File: src/rtl/div_pkg.sv
// Shared encodings for the divider sequencing controller: op codes, FSM states
// and the operand key used by the result cache.
package div_pkg;
  localparam logic [1:0] OP_DIV_W  = 2'b00;
  localparam logic [1:0] OP_MOD_W  = 2'b01;
  localparam logic [1:0] OP_DIV_WU = 2'b10;
  localparam logic [1:0] OP_MOD_WU = 2'b11;

  typedef enum logic [1:0] {IDLE, WAIT, RESP, DRAIN} div_state_t;

  typedef struct packed {
    logic [31:0] x;
    logic [31:0] y;
    logic        sgn;
  } div_key_t;
endpackage

File: src/rtl/div_result_cache.sv
// Single-entry operand/result store; the DIV/MOD select is deliberately not part
// of the key so a DIV/MOD pair on the same operands shares one division.
module div_result_cache
  import div_pkg::*;
(
  input  logic        clk,
  input  logic        rst_n,
  input  logic        invalidate,
  input  div_key_t    key,
  output logic        hit,
  output logic [31:0] q,
  output logic [31:0] r,
  output logic        valid,
  input  logic        upd,
  input  div_key_t    upd_key,
  input  logic [31:0] upd_q,
  input  logic [31:0] upd_r
);
  div_key_t ent_key;

  always_ff @(posedge clk or negedge rst_n) begin
    if (!rst_n) begin
      valid   <= 1'b0;
      ent_key <= '0;
      q       <= '0;
      r       <= '0;
    end else if (invalidate) begin
      valid <= 1'b0;
    end else if (upd) begin
      valid   <= 1'b1;
      ent_key <= upd_key;
      q       <= upd_q;
      r       <= upd_r;
    end
  end

  assign hit = valid && (key == ent_key);
endmodule

File: src/rtl/div_ctrl.sv
// EX-stage sequencer for the multi-cycle divider: request handshake, operand
// hold through completion, flush draining and quotient/remainder selection.
module div_ctrl
  import div_pkg::*;
#(
  parameter bit CACHE_EN = 1'b1
) (
  input  logic        clk,
  input  logic        resetn,
  input  logic        in_valid,
  output logic        in_ready,
  input  logic [1:0]  in_op,
  input  logic [31:0] in_x,
  input  logic [31:0] in_y,
  output logic        out_valid,
  input  logic        out_ready,
  output logic [31:0] out_result,
  input  logic        flush,
  output logic        div_start,
  output logic        div_signed,
  output logic [31:0] div_x,
  output logic [31:0] div_y,
  input  logic        div_busy,
  input  logic        div_done,
  input  logic [31:0] div_q,
  input  logic [31:0] div_r
);
  div_state_t  state;
  logic        opnd_mod;
  logic        accept, hit, cache_hit, cache_upd;
  logic [31:0] cache_q, cache_r;
  logic        cache_valid;
  div_key_t    lookup_key, opnd_key;
  logic        unused_busy;

  // Launch only ever happens from IDLE, where the divider is already idle.
  assign unused_busy = div_busy;

  assign in_ready   = resetn && (state == IDLE) && !flush;
  assign accept     = in_valid && in_ready;
  assign lookup_key = '{x: in_x, y: in_y, sgn: ~in_op[1]};
  assign hit        = CACHE_EN && cache_hit;
  assign cache_upd  = div_done && ((state == WAIT) || (state == DRAIN));

  assign div_x      = opnd_key.x;
  assign div_y      = opnd_key.y;
  assign div_signed = opnd_key.sgn;

  div_result_cache u_cache (
    .clk       (clk),
    .rst_n     (resetn),
    .invalidate(!CACHE_EN),
    .key       (lookup_key),
    .hit       (cache_hit),
    .q         (cache_q),
    .r         (cache_r),
    .valid     (cache_valid),
    .upd       (cache_upd),
    .upd_key   (opnd_key),
    .upd_q     (div_q),
    .upd_r     (div_r)
  );

  always_ff @(posedge clk or negedge resetn) begin
    if (!resetn) begin
      state      <= IDLE;
      opnd_key   <= '0;
      opnd_mod   <= 1'b0;
      out_valid  <= 1'b0;
      out_result <= '0;
      div_start  <= 1'b0;
    end else begin
      div_start <= 1'b0;
      case (state)
        IDLE: if (accept) begin
          opnd_key <= lookup_key;
          opnd_mod <= in_op[0];
          if (hit) begin
            out_result <= in_op[0] ? cache_r : cache_q;
            out_valid  <= 1'b1;
            state      <= RESP;
          end else begin
            div_start <= 1'b1;
            state     <= WAIT;
          end
        end
        WAIT: if (div_done) begin
          if (flush) begin
            state <= IDLE;
          end else begin
            out_result <= opnd_mod ? div_r : div_q;
            out_valid  <= 1'b1;
            state      <= RESP;
          end
        end else if (flush) begin
          state <= DRAIN;
        end
        DRAIN: if (div_done) state <= IDLE;
        RESP: if (flush || out_ready) begin
          out_valid <= 1'b0;
          state     <= IDLE;
        end
        default: state <= IDLE;
      endcase
    end
  end
endmodule

File: config.mk
export PLATFORM = sky130hd
export DESIGN_NAME = div_ctrl
export DESIGN_NICKNAME = d
export VERILOG_FILES = /design/src/rtl/div_pkg.sv /design/src/rtl/div_result_cache.sv /design/src/rtl/div_ctrl.sv
export SDC_FILE = /design/constraint.sdc
export NUM_CORES = 1
export LEC_CHECK = 0
export CAP_MARGIN = 20
export CORE_MARGIN = 1
export CORE_UTILIZATION = 55
export DETAILED_ROUTE_END_ITERATION = 8
export HOLD_SLACK_MARGIN = 0.06
export PLACE_DENSITY_LB_ADDON = 0.25
export SLEW_MARGIN = 5
export SYNTH_ARGS = -nofsm -noshare
export SYNTH_HDL_FRONTEND = slang
export SYNTH_SLANG_ARGS = --single-unit
File: constraint.sdc
create_clock -name clk -period 3.85 [get_ports clk]
set_input_delay 0.77 -clock clk [delete_from_list [all_inputs] [get_ports clk]]
set_output_delay 0.77 -clock clk [all_outputs]
set_load 0.005 [all_outputs]
==> qor.csv <==
stage,metric,value,unit
floorplanning,area of the core,0.0197,mm²
cts,# H-tree levels,1,
worst_hold_path,worst hold path type,in2async,
worst_setup_path,critical path's slowest cell,clkdlybuf4s50_1,
yosys,area share of the largest cell type after synthesis,51.7,%
worst_setup_path,CP bufs+invs,2,
yosys,Simple-Gate Fraction of Synth Area,5.55,%
yosys,Synth Warn #,0,
worst_setup_path,critical path class,in2out,
yosys,Synth Area in Compound Gates,8.09,%
worst_setup_path,"slowest stage delay, CP",0.65,ns
sta,RSZ-0062 raised after global routing,no,
drt,TritonRoute pass-1 iters,6,
worst_setup_path,CP Capture Type,output port,
global_route,vias in the first global route,8374,
worst_setup_path,worst r2r path cells,7,
worst_setup_path,CP Max Fanout,7,
run_status,status,finished clean,
worst_setup_path,critical path required time,3.08,ns
drt,post-route ant nets,0,
cells_and_area,ratio of cells with drive above 1 in the final layout,28.1,%
cts,Worst-path clk slew,0.06,ns
yosys,post-synthesis cell count,911,
global_route,largest net degree at the start of global routing,74,
sta,Slew Limit Headroom,25.9,%
run,Max Cap Viol,0,
power,leak pwr,6.14,nW
sta,skew final,0.00667,ns
worst_setup_path,"CP delay by family, top",buffers and inverters,
sta,setup_tns,0,ns
sta,fin crit share,83.4,%
cells_and_area,nets,1271,
yosys,asr flop ratio synth,100,%
yosys,Yosys cell types,37,
sta,f_max,312,MHz
sta,crit path time final,3.21,ns
yosys,xor-xnor portion of the synthesized cell area,3.28,%
global_route,Total GRT Usage,25.6,%
drt,via count,7882,
yosys,Post-Syn Nets,1048,
yosys,syn_area_per_cell,12.3,µm²
cts,Hold Buf Count CTS,0,
cts,Post-CTS Setup Inserts,0,
global_route,antenna violations before repair,0,
floorplanning,die width,145,µm
cts,CTS sink count,232,
worst_setup_path,CP most frequent cell,clkdlybuf4s50_1,
yosys,sequential share of the synthesized area,51.7,%
sta,final hold vios,0,
yosys,ranking of synthesized cells by area,"dfrtp_1 (52%), mux2_2 (22%), o21ai_0 (4.8%)",
yosys,largest area contributor in the netlist,dfrtp_1,
drt,Routed Wire Length,26600,µm
cells_and_area,Area Growth Syn to Fin,30.5,%
global_route,grt ovf,0,
yosys,fraction of synthesized area in multiplexers,29.0,%
cells_and_area,fill count,1321,
cts,worst-skew pair later-pin latency,0.53,ns
yosys,Post-Synth Adder-Cell Area,0,%
drt,Vias/cell,5.56,
power,Peak VDD IR,491,µV
floorplanning,floorplan row count,51,
yosys,most numerous cell in the Yosys netlist,dfrtp_1,
floorplanning,Die Height,145,µm
cts,Post-CTS Resized,0,
sta,max-slew violations,0,
floorplanning,Die ar.,0.0210,mm²
floorplanning,io pins,237,
yosys,"EDFF count, synth",0,
yosys,largest family of logic cells by synthesized area,multiplexers,
global_route,first-pass GRT wire length,42000,µm
drt,drt drc,0,
drt,initial DRC count,396,
placement,Final Wtd Congestion,0.776,
sta,final number of setup-violating endpoints,0,
cts,TritonCTS Buffers,25,
yosys,Synth Flop Type,dfrtp_1,
worst_setup_path,Critical R2R Capture,out_result[6],
worst_setup_path,startpoint types,input pin,
cts,CTS tree,done,
power,Pwr Density,637,mW/mm²
yosys,Post-synth top cells,"dfrtp_1 (232), mux2_2 (223), o21ai_0 (107)",
worst_setup_path,crit path DAT,2.44,ns
cells_and_area,Post-Layout Cell Count,1417,
worst_setup_path,R2R Setup Slk,1.04,ns
yosys,Synth Cell Area,0.0112,mm²
floorplanning,starting density of the core,57.0,%
drt,drt wl/cell,18.7,µm
placement,Placed Cells,1372,
cts,clock root buffer,clkbuf_16,
yosys,#FFs+latches synth,232,
placement,I/O Buffers,235,
cts,worst-case clock buffer depth,3,
sta,Worst-Margin Slew,1.11,ns
worst_setup_path,worst flop-to-flop path startpoint,u_cache.ent_key[49],
placement,post-detailed-placement half-perimeter wirelength,17400,µm
worst_setup_path,worst-path cell chain,"clkdlybuf4s50_1, nor4b_1, clkdlybuf4s50_1",
## cell type report
cell class / instances / area (µm²) / area share (%)
flip-flops and latches: 232 / 5810 / 39.6
multi-input cells: 612 / 5170 / 35.3
repair buffers: 250 / 2490 / 17.0
clock buffers: 37 / 741 / 5.05
well taps: 265 / 332 / 2.26
clock inverters: 7 / 55.1 / 0.376
inverters: 13 / 48.8 / 0.333
diodes: 1 / 2.50 / 0.0171
## through the flow
| step | util [%] | cell area [µm²] | setup slack, ns | hold WS [ns] | total power [W] |
|---|---|---|---|---|---|
| floorplan | - | 11200 | 0.901 | 0.427 | 0.00564 |
| global placement | 70.3 | 13900 | 0.224 | 0.446 | 0.00687 |
| detailed placement | 70.3 | 13900 | 0.205 | 0.471 | 0.00703 |
| CTS | 74.3 | 14700 | 0.680 | 0.127 | 0.00941 |
| global route | 74.3 | 14700 | 0.614 | 0.146 | 0.00988 |
| finish | 74.3 | 14700 | 0.640 | 0.123 | 0.00934 |
## metal layers
layer	part of all wire, %	GRT usage (%)	vias to the layer above
li1	-	-	3692
met2	48	43.0	250
met4	2.3	7.59	0
met5	0	0	-
met1	41	31.9	3892
met3	8.7	7.63	48
## power by group
part | internal (W) | switching, W
Clock | 0.00133 | 0.000989
Sequential | 0.00335 | 0.000673
Combinational | 0.00194 | 0.00105
Total | 0.00662 | 0.00272
## logic make-up after synthesis
group	after synthesis
simple gates	128
xor+xnor	42
buf+inv	67
flops	232
mux	283
compound gates	159
## cells in the final DEF (no fill, tap or decap), types with 9 or more instances in the layout
| cell type | synthesis | final |
|---|---|---|
| mux2_2 | 223 | 223 |
| inv_1 | 11 | 11 |
| buf_4 | 0 | 13 |
| o21ai_0 | 107 | 107 |
| nand2b_1 | 9 | 9 |
| a21oi_1 | 34 | 34 |
| dfrtp_1 | 232 | 229 |
| nor2_1 | 36 | 36 |
| nand2_1 | 45 | 43 |
| mux2i_1 | 32 | 32 |
| mux2_4 | 28 | 28 |
| clkbuf_16 | 0 | 25 |
| nor2b_1 | 16 | 16 |
| clkdlybuf4s50_1 | 0 | 234 |
| xnor2_1 | 16 | 16 |
| xor2_1 | 26 | 26 |
## worst reg2reg max path: cells and delay by family (launching register included)
family                    cells  cell delay, ns
and+or+nand+nor               4            1.42
muxes                         1            0.39
buffers and inverters         1            0.31
xor gates and xnor gates      1            0.17
DFF                           1            0.40
## how the worst max path moves through the flow
stage / start / slack, ns / to / cells past startpoint
after floorplan: in_y[0] / 0.90 / out_result[10] / 7
after CTS: flush / 0.68 / in_ready / 3
after global placement: in_x[10] / 0.22 / out_result[7] / 8
final: flush / 0.64 / in_ready / 3
after detailed placement: in_x[10] / 0.21 / out_result[6] / 8
after global routing: flush / 0.61 / in_ready / 3
## flip-flops by register name, indices dropped and copies added (netlist names)
name / count
div_signed: 1
div_start: 1
div_x: 32
div_y: 32
opnd_mod: 1
out_result: 32
out_valid: 1
state: 2
u_cache.ent_key: 65
u_cache.q: 32
u_cache.r: 32
u_cache.valid: 1
Note: power is estimated with default switching activity, not from simulation.
